<file path="src/rtl/ysyx_icache_ifu_if.sv">
// Fetch-side handshake and burst-read bus bundle for ysyx_icache_ifu.
// master = the IFU, slave = PC logic / IDU / memory side.
interface ysyx_icache_ifu_if #(
   parameter int unsigned ADDR_W = 32,
   parameter int unsigned DATA_W = 32
);
   logic              req_valid;
   logic [ADDR_W-1:0] req_pc;
   logic              req_ready;
   logic              resp_valid;
   logic              resp_ready;
   logic [DATA_W-1:0] resp_inst;
   logic [ADDR_W-1:0] resp_pc;
   logic [ADDR_W-1:0] bus_araddr;
   logic              bus_arvalid;
   logic              bus_arready;
   logic [7:0]        bus_arlen;
   logic [DATA_W-1:0] bus_rdata;
   logic              bus_rvalid;
   logic              bus_rlast;

   modport master (
      input  req_valid, req_pc, resp_ready, bus_arready, bus_rdata, bus_rvalid, bus_rlast,
      output req_ready, resp_valid, resp_inst, resp_pc, bus_araddr, bus_arvalid, bus_arlen
   );

   modport slave (
      output req_valid, req_pc, resp_ready, bus_arready, bus_rdata, bus_rvalid, bus_rlast,
      input  req_ready, resp_valid, resp_inst, resp_pc, bus_araddr, bus_arvalid, bus_arlen
   );
endinterface

</file>
<file path="src/rtl/ysyx_icache_ifu.sv">
// Instruction fetch unit with a direct-mapped L1 I-cache and single-burst line refill.
// Define YSYX_ICACHE_PERF_EN to build the hit/miss performance counters.
module ysyx_icache_ifu #(
   parameter int unsigned ADDR_W     = 32,
   parameter int unsigned DATA_W     = 32,
   parameter int unsigned SETS       = 16,
   parameter int unsigned LINE_WORDS = 4
) (
   input  logic                clk,
   input  logic                rst,
   input  logic                flush,
   ysyx_icache_ifu_if.master   ifu,
   output logic [31:0]         perf_hit,
   output logic [31:0]         perf_miss
);
   localparam int unsigned OFF_W = $clog2(LINE_WORDS);
   localparam int unsigned IDX_W = $clog2(SETS);
   localparam int unsigned TAG_W = ADDR_W - IDX_W - OFF_W - 2;

   typedef enum logic [2:0] {StIdle, StLookup, StRefillAr, StRefillR, StResp} state_e;

   state_e              state_q, state_d;
   logic [ADDR_W-1:0]   pc_q;
   logic [DATA_W-1:0]   resp_inst_q;
   logic [OFF_W-1:0]    beat_q;
   logic [SETS-1:0]     valid_q;
   logic                flushed_q;
   logic [TAG_W-1:0]    tag_q  [SETS];
   logic [DATA_W-1:0]   data_q [SETS*LINE_WORDS];

   logic [IDX_W-1:0]    idx;
   logic [OFF_W-1:0]    off;
   logic [TAG_W-1:0]    pc_tag;
   logic                hit;
   logic                last_beat;
   logic                beat_fire;

   assign idx       = pc_q[IDX_W+OFF_W+1:OFF_W+2];
   assign off       = pc_q[OFF_W+1:2];
   assign pc_tag    = pc_q[ADDR_W-1:ADDR_W-TAG_W];
   assign hit       = valid_q[idx] && (tag_q[idx] == pc_tag);
   assign last_beat = (beat_q == OFF_W'(LINE_WORDS - 1));
   assign beat_fire = (state_q == StRefillR) && ifu.bus_rvalid;

   always_comb begin
      state_d         = state_q;
      ifu.req_ready   = 1'b0;
      ifu.resp_valid  = 1'b0;
      ifu.bus_arvalid = 1'b0;
      unique case (state_q)
         StIdle: begin
            ifu.req_ready = 1'b1;
            if (ifu.req_valid) state_d = StLookup;
         end
         StLookup:   state_d = hit ? StResp : StRefillAr;
         StRefillAr: begin
            ifu.bus_arvalid = 1'b1;
            if (ifu.bus_arready) state_d = StRefillR;
         end
         StRefillR:  if (beat_fire && last_beat) state_d = StResp;
         StResp: begin
            ifu.resp_valid = 1'b1;
            if (ifu.resp_ready) state_d = StIdle;
         end
         default:    state_d = StIdle;
      endcase
   end

   assign ifu.resp_inst  = resp_inst_q;
   assign ifu.resp_pc    = pc_q;
   assign ifu.bus_araddr = {pc_q[ADDR_W-1:OFF_W+2], {(OFF_W+2){1'b0}}};
   assign ifu.bus_arlen  = 8'(LINE_WORDS - 1);

   always_ff @(posedge clk) begin
      if (rst) begin
         state_q     <= StIdle;
         pc_q        <= '0;
         resp_inst_q <= '0;
         beat_q      <= '0;
         valid_q     <= '0;
         flushed_q   <= 1'b0;
      end else begin
         state_q <= state_d;
         if (state_q == StIdle && ifu.req_valid) pc_q <= ifu.req_pc;
         if (state_q == StLookup && hit) resp_inst_q <= data_q[{idx, off}];
         if (state_q == StRefillAr) begin
            beat_q    <= '0;
            flushed_q <= 1'b0;
         end
         if (state_q == StRefillR && flush) flushed_q <= 1'b1;
         if (beat_fire) begin
            beat_q <= beat_q + OFF_W'(1);
            if (beat_q == off) resp_inst_q <= ifu.bus_rdata;
         end
         // A flush seen anywhere in the burst means the line may hold stale words.
         if (flush) begin
            valid_q <= '0;
         end else if (beat_fire && last_beat && !flushed_q) begin
            valid_q[idx] <= 1'b1;
         end
      end
   end

   always_ff @(posedge clk) begin
      if (!rst && beat_fire) begin
         data_q[{idx, beat_q}] <= ifu.bus_rdata;
         if (last_beat) tag_q[idx] <= pc_tag;
      end
   end

`ifdef YSYX_ICACHE_PERF_EN
   logic [31:0] hit_cnt_q, miss_cnt_q;

   always_ff @(posedge clk) begin
      if (rst) begin
         hit_cnt_q  <= '0;
         miss_cnt_q <= '0;
      end else if (state_q == StLookup) begin
         if (hit) hit_cnt_q  <= hit_cnt_q + 32'd1;
         else     miss_cnt_q <= miss_cnt_q + 32'd1;
      end
   end

   assign perf_hit  = hit_cnt_q;
   assign perf_miss = miss_cnt_q;
`else
   assign perf_hit  = '0;
   assign perf_miss = '0;
`endif

   // Sequencing counts beats itself, so rlast and the byte offset are never consulted.
   logic unused_sig;
   assign unused_sig = ^{pc_q[1:0], ifu.bus_rlast};
endmodule

</file>
<file path="src/flat_wrapper.sv">
// flat-port wrapper written by rule: the top's interface ports become plain ports
module ysyx_icache_ifu_flat 
#(
   parameter int unsigned ADDR_W     = 32,
   parameter int unsigned DATA_W     = 32,
   parameter int unsigned SETS       = 16,
   parameter int unsigned LINE_WORDS = 4
)
  (clk, rst, flush, perf_hit, perf_miss, ifu_req_valid, ifu_req_pc, ifu_resp_ready, ifu_bus_arready, ifu_bus_rdata, ifu_bus_rvalid, ifu_bus_rlast, ifu_req_ready, ifu_resp_valid, ifu_resp_inst, ifu_resp_pc, ifu_bus_araddr, ifu_bus_arvalid, ifu_bus_arlen);
  ysyx_icache_ifu_if #(.ADDR_W(ADDR_W), .DATA_W(DATA_W)) ifu_i ();
  input  logic clk;
  input  logic rst;
  input  logic flush;
  output logic [31:0] perf_hit;
  output logic [31:0] perf_miss;
  input wire logic [$bits(ifu_i.req_valid)-1:0] ifu_req_valid;
  input wire logic [$bits(ifu_i.req_pc)-1:0] ifu_req_pc;
  input wire logic [$bits(ifu_i.resp_ready)-1:0] ifu_resp_ready;
  input wire logic [$bits(ifu_i.bus_arready)-1:0] ifu_bus_arready;
  input wire logic [$bits(ifu_i.bus_rdata)-1:0] ifu_bus_rdata;
  input wire logic [$bits(ifu_i.bus_rvalid)-1:0] ifu_bus_rvalid;
  input wire logic [$bits(ifu_i.bus_rlast)-1:0] ifu_bus_rlast;
  output wire logic [$bits(ifu_i.req_ready)-1:0] ifu_req_ready;
  output wire logic [$bits(ifu_i.resp_valid)-1:0] ifu_resp_valid;
  output wire logic [$bits(ifu_i.resp_inst)-1:0] ifu_resp_inst;
  output wire logic [$bits(ifu_i.resp_pc)-1:0] ifu_resp_pc;
  output wire logic [$bits(ifu_i.bus_araddr)-1:0] ifu_bus_araddr;
  output wire logic [$bits(ifu_i.bus_arvalid)-1:0] ifu_bus_arvalid;
  output wire logic [$bits(ifu_i.bus_arlen)-1:0] ifu_bus_arlen;
  assign ifu_i.req_valid = ifu_req_valid;
  assign ifu_i.req_pc = ifu_req_pc;
  assign ifu_i.resp_ready = ifu_resp_ready;
  assign ifu_i.bus_arready = ifu_bus_arready;
  assign ifu_i.bus_rdata = ifu_bus_rdata;
  assign ifu_i.bus_rvalid = ifu_bus_rvalid;
  assign ifu_i.bus_rlast = ifu_bus_rlast;
  assign ifu_req_ready = ifu_i.req_ready;
  assign ifu_resp_valid = ifu_i.resp_valid;
  assign ifu_resp_inst = ifu_i.resp_inst;
  assign ifu_resp_pc = ifu_i.resp_pc;
  assign ifu_bus_araddr = ifu_i.bus_araddr;
  assign ifu_bus_arvalid = ifu_i.bus_arvalid;
  assign ifu_bus_arlen = ifu_i.bus_arlen;
  ysyx_icache_ifu #(.ADDR_W(ADDR_W), .DATA_W(DATA_W), .SETS(SETS), .LINE_WORDS(LINE_WORDS)) u_core (.clk(clk), .rst(rst), .flush(flush), .ifu(ifu_i), .perf_hit(perf_hit), .perf_miss(perf_miss));
endmodule
</file>
<file path="config.mk">
export PLATFORM = sky130hd
export DESIGN_NAME = ysyx_icache_ifu_flat
export DESIGN_NICKNAME = d
export VERILOG_FILES = /design/src/rtl/ysyx_icache_ifu_if.sv /design/src/rtl/ysyx_icache_ifu.sv /design/src/flat_wrapper.sv
export SDC_FILE = /design/constraint.sdc
export NUM_CORES = 2
export LEC_CHECK = 0
export ABC_AREA = 1
export BUFFER_PORTS_ARGS = -buffer_cell sky130_fd_sc_hd__buf_4
export CAP_MARGIN = 20
export CORE_AREA = 2 2 495 596
export CTS_CLUSTER_DIAMETER = 150
export DETAILED_ROUTE_END_ITERATION = 10
export DIE_AREA = 0 0 497 598
export GPL_ROUTABILITY_DRIVEN = 0
export SKIP_CTS_REPAIR_TIMING = 1
export SLEW_MARGIN = 20
export SYNTH_ARGS = -nofsm -noshare
export SYNTH_HDL_FRONTEND = slang
export SYNTH_SLANG_ARGS = --single-unit
</file>
<file path="constraint.sdc">
create_clock -name clk -period 3.6 [get_ports clk]
set_input_delay 0.18 -clock clk [delete_from_list [all_inputs] [get_ports clk]]
set_output_delay 0.18 -clock clk [all_outputs]
set_load 0.1 [all_outputs]
</file>
==> flow_metrics.py <==
metrics = {
    "floorplan": {
        "core_mm2": 0.292,
        "die_h_um": 598,
        "die_area_mm2": 0.297,
        "num_io_pins": 243,
        "die_w_um": 497,
        "placementRows": 218,
        "start_util_pct": 34.8,
    },
    "logic_synthesis": {
        "yosys.area.top_type_share_pct": 71.9,
        "synth_compound_area_share_pct": 9.50,
        "synthAdderAreaFrac_pct": 0.0123,
        "synth.distinct_cells": 33,
        "synthMuxAreaShare_pct": 0,
        "syn_area_mm2": 0.102,
        "ys_ff_latch": 2524,
        "ys_seq_area_share_pct": 73.7,
        "postSynthAreaPerCell_um2": 12.0,
        "netlist_instances": 8458,
        "yosys_warnings": 0,
        "synth_xor_area_share_pct": 0.0172,
        "yosysTopAreaCell": "edfxtp_1",
        "synth_top_family_by_area": "simple AND/OR/NAND/NOR gates",
        "synthTopCellsByArea": "edfxtp_1, o21ai_0, nand2_1",
        "synth-simple-area-share_pct": 12.5,
    },
    "place": {
        "hpwl_um": 168000,
        "pre_cts_ws_ns": 0.420,
        "place_inst": 12200,
        "placed_area_mm2": 0.110,
        "io_buffers": 165,
    },
    "sta": {
        "period_share_pct": 92.9,
        "setup-tns-final_ns": 0,
        "hold_violations": 0,
        "period_minus_slack_ns": 3.34,
        "tightest_slew_ns": 1.04,
        "finalSetupViolCount": 0,
        "slew_violations": 0,
        "finClkSkew_ns": 0.0862,
        "setup_ws_ns": 0.256,
        "max_freq_mhz": 299,
        "grt_setup_unrepaired": "false",
        "slew_headroom_pct": 30.9,
    },
    "global_routing": {
        "grt-ovfl-total": 0,
        "grt_max_degree": 143,
        "grt_pass1_vias": 66500,
        "grt_pass1_wl_um": 444000,
        "track_usage_pct": 20.0,
        "grt_antenna_before_repair": 19,
    },
    "power_and_ir_drop": {
        "power_density_mw_per_mm2": 655,
        "p_total_mw": 77.8,
        "p_clk_share_pct": 34.0,
        "p_comb_share_pct": 23.3,
        "seqPwrFrac_pct": 42.7,
        "power.internal_mw": 52.9,
        "power.leakage_nw": 41.3,
        "power_switching_share_pct": 32.0,
        "power_switching_mw": 24.9,
        "vdd_drop_max_uv": 454,
    },
    "final_layout": {
        "register_area_mm2": 0.0749,
        "nFillCells": 26900,
        "layout_common_cells": "edfxtp_1, nand2_1, o21ai_0",
        "finalNonFillerCells": 12800,
        "multi_input_area_mm2": 0.0234,
        "layout.nets": 8822,
        "area_growth_pct": 17.0,
        "drive_gt1_share_pct": 11.1,
        "design_area_mm2": 0.119,
        "layout_commonest_cell": "edfxtp_1",
    },
    "worst_setup_path": {
        "cp-endpoint": "u_core.state_q[1]",
        "rr_worst_depth": 18,
        "slowest_stage": "dlygate4sd3_1",
        "critical_path_buf_inv_count": 3,
        "arrival_ns": 4.16,
        "max_stage_delay_ns": 0.55,
        "crit_chain": "inv_16 > buf_4 > nand2_1 > nand2_1 > nand2_1 > nand3_1 > nand3_1 > nand2_1 > nand2_1 > nand2_1 > nand2_1 > nor2_1 > nand3_1 > o21bai_1 > nand2_1 > nand2_1 > a21oi_1 > dlygate4sd3_1",
        "worstSetupPathType": "reg2reg",
        "timing.rr.end": "u_core.state_q[1]",
        "critPathCaptureType": "flip-flop",
        "crit_family": "simple AND/OR/NAND/NOR gates",
        "cp_data_required_time_ns": 4.42,
        "reg2reg_slack_ns": 0.26,
        "cpMostUsedCell": "nand2_1",
        "crit_cells": 18,
        "cp-start-kind": "flip-flop",
        "worst-path-max-fanout": 108,
    },
    "routing": {
        "drt_iter0_drc": 8703,
        "wl_um": 307000,
        "wl_per_cell_um": 24.1,
        "drc": 0,
        "dr.pass1.iters": 8,
        "ant_nets": 0,
        "vias": 69200,
        "via_per_inst": 5.41,
    },
    "clock_tree": {
        "cts_buffers": 280,
        "insertion_delay_ns": 0.93,
        "clock-root-buffer": "clkbuf_16",
        "clk_pin_slew_ns": 0.06,
        "cts_sinks": 2524,
        "clk_path_buf_depth": 4,
        "cts.htree.levels": 5,
        "cts_tree": "done",
    },
    "outcome": {
        "status": "complete, no violations",
    },
    "run": {
        "timing.max_cap.violations": 0,
    },
    "worst_hold_path": {
        "hp-class": "in2reg",
    },
}
## kinds of logic (layout without fill, tap and decap cells)
logic type,count (synthesis),count (layout)
AND/OR/NAND/NOR,3157,3157
XOR/XNOR,2,2
buffers and inverters,972,1369
AO/OA/AOI/OAI,1800,1800
flip-flops,2524,2524
other,2,80
adder cells (fa/ha/maj),1,1
## power by group through the flow
stage                     combinational [mW]  clock [mW]  sequential, mW
after floorplan                         9.61           0            34.4
after global placement                  17.7           0            33.8
after global routing                    19.3        27.9            33.2
final                                   18.1        26.5            33.2
after detailed placement                17.8           0            33.8
after CTS                               17.9        26.8            33.2
## how the worst min path moves through the flow
stage | startpoint | depth (start not counted) | slack, ns | to
after floorplan | ifu_bus_rdata[0] | 0 | 0.28 | u_core.data_q[0][0]
after global placement | u_core.valid_q[5] | 2 | 0.43 | u_core.valid_q[5]
after detailed placement | u_core.valid_q[1] | 2 | 0.44 | u_core.valid_q[1]
after CTS | ifu_req_pc[13] | 3 | -0.52 | u_core.ifu.resp_pc[13]
after global routing | ifu_req_pc[8] | 4 | 0.1 | u_core.ifu.resp_pc[8]
final | ifu_req_pc[13] | 4 | 0.08 | u_core.ifu.resp_pc[13]
## Yosys cell counts
library cell and count:
edfxtp_1 2432, o21ai_1 67, nor3_1 21, nand2_1 1356
or2_0 2, a21oi_1 145, a22oi_1 1, inv_1 294
buf_6 6, clkinv_1 1, ha_1 1, buf_1 36
or2_2 1, a31oi_1 5, buf_4 126, conb_1 2
o22ai_1 482, a211oi_1 1, inv_4 2, o21ai_0 1088
dfxtp_1 92, inv_2 3, nand3_1 604, nand4_1 37
a32o_1 1, or2_1 2, clkbuf_1 387, nor2_1 1133
o21bai_1 1, o211ai_1 9, xnor2_1 2, nand3_4 1
buf_2 117
## final cells by class
class,instances,share of cell area (%)
Antenna cell,4,0.00842
Sequential cell,2524,63.0
Inverter,300,0.982
Tap cell,3850,4.05
Clock inverter,110,0.697
Clock buffer,352,6.26
Timing Repair Buffer,607,5.33
Multi-Input combinational cell,5036,19.7
## sequential cells by signal, summed over array words and instances (netlist names), named ones only
register,flops
u_core.state_q,3
u_core.tag_q,384
u_core.ifu.resp_pc,32
u_core.flushed_q,1
u_core.beat_q,2
u_core.valid_q,16
u_core.ifu.resp_inst,32
u_core.data_q,2048
## layer usage
layer	up-vias	routed length (um)	global-route usage (%)
li1	30700	-	-
met1	34400	121000	26.0
met2	3405	145000	33.1
met3	643	25800	3.05
met4	8	15400	9.18
met5	-	56	0
## worst min-delay path, delay by kind of cell
family | cells | cell delay (ns)
AOI/OAI and AO/OA | 2 | 0.17
buffers and inverters | 2 | 0.62
## through the flow
step / util [%] / hold slack, ns
5_1_grt: 40.7 / 0.0985
6_report: 40.7 / 0.0824
3_3_place_gp: 37.6 / 0.432
4_1_cts: 40.4 / -0.518
3_5_place_dp: 37.6 / 0.444
2_1_floorplan: - / 0.279
Note: power is estimated with default switching activity, not from simulation.
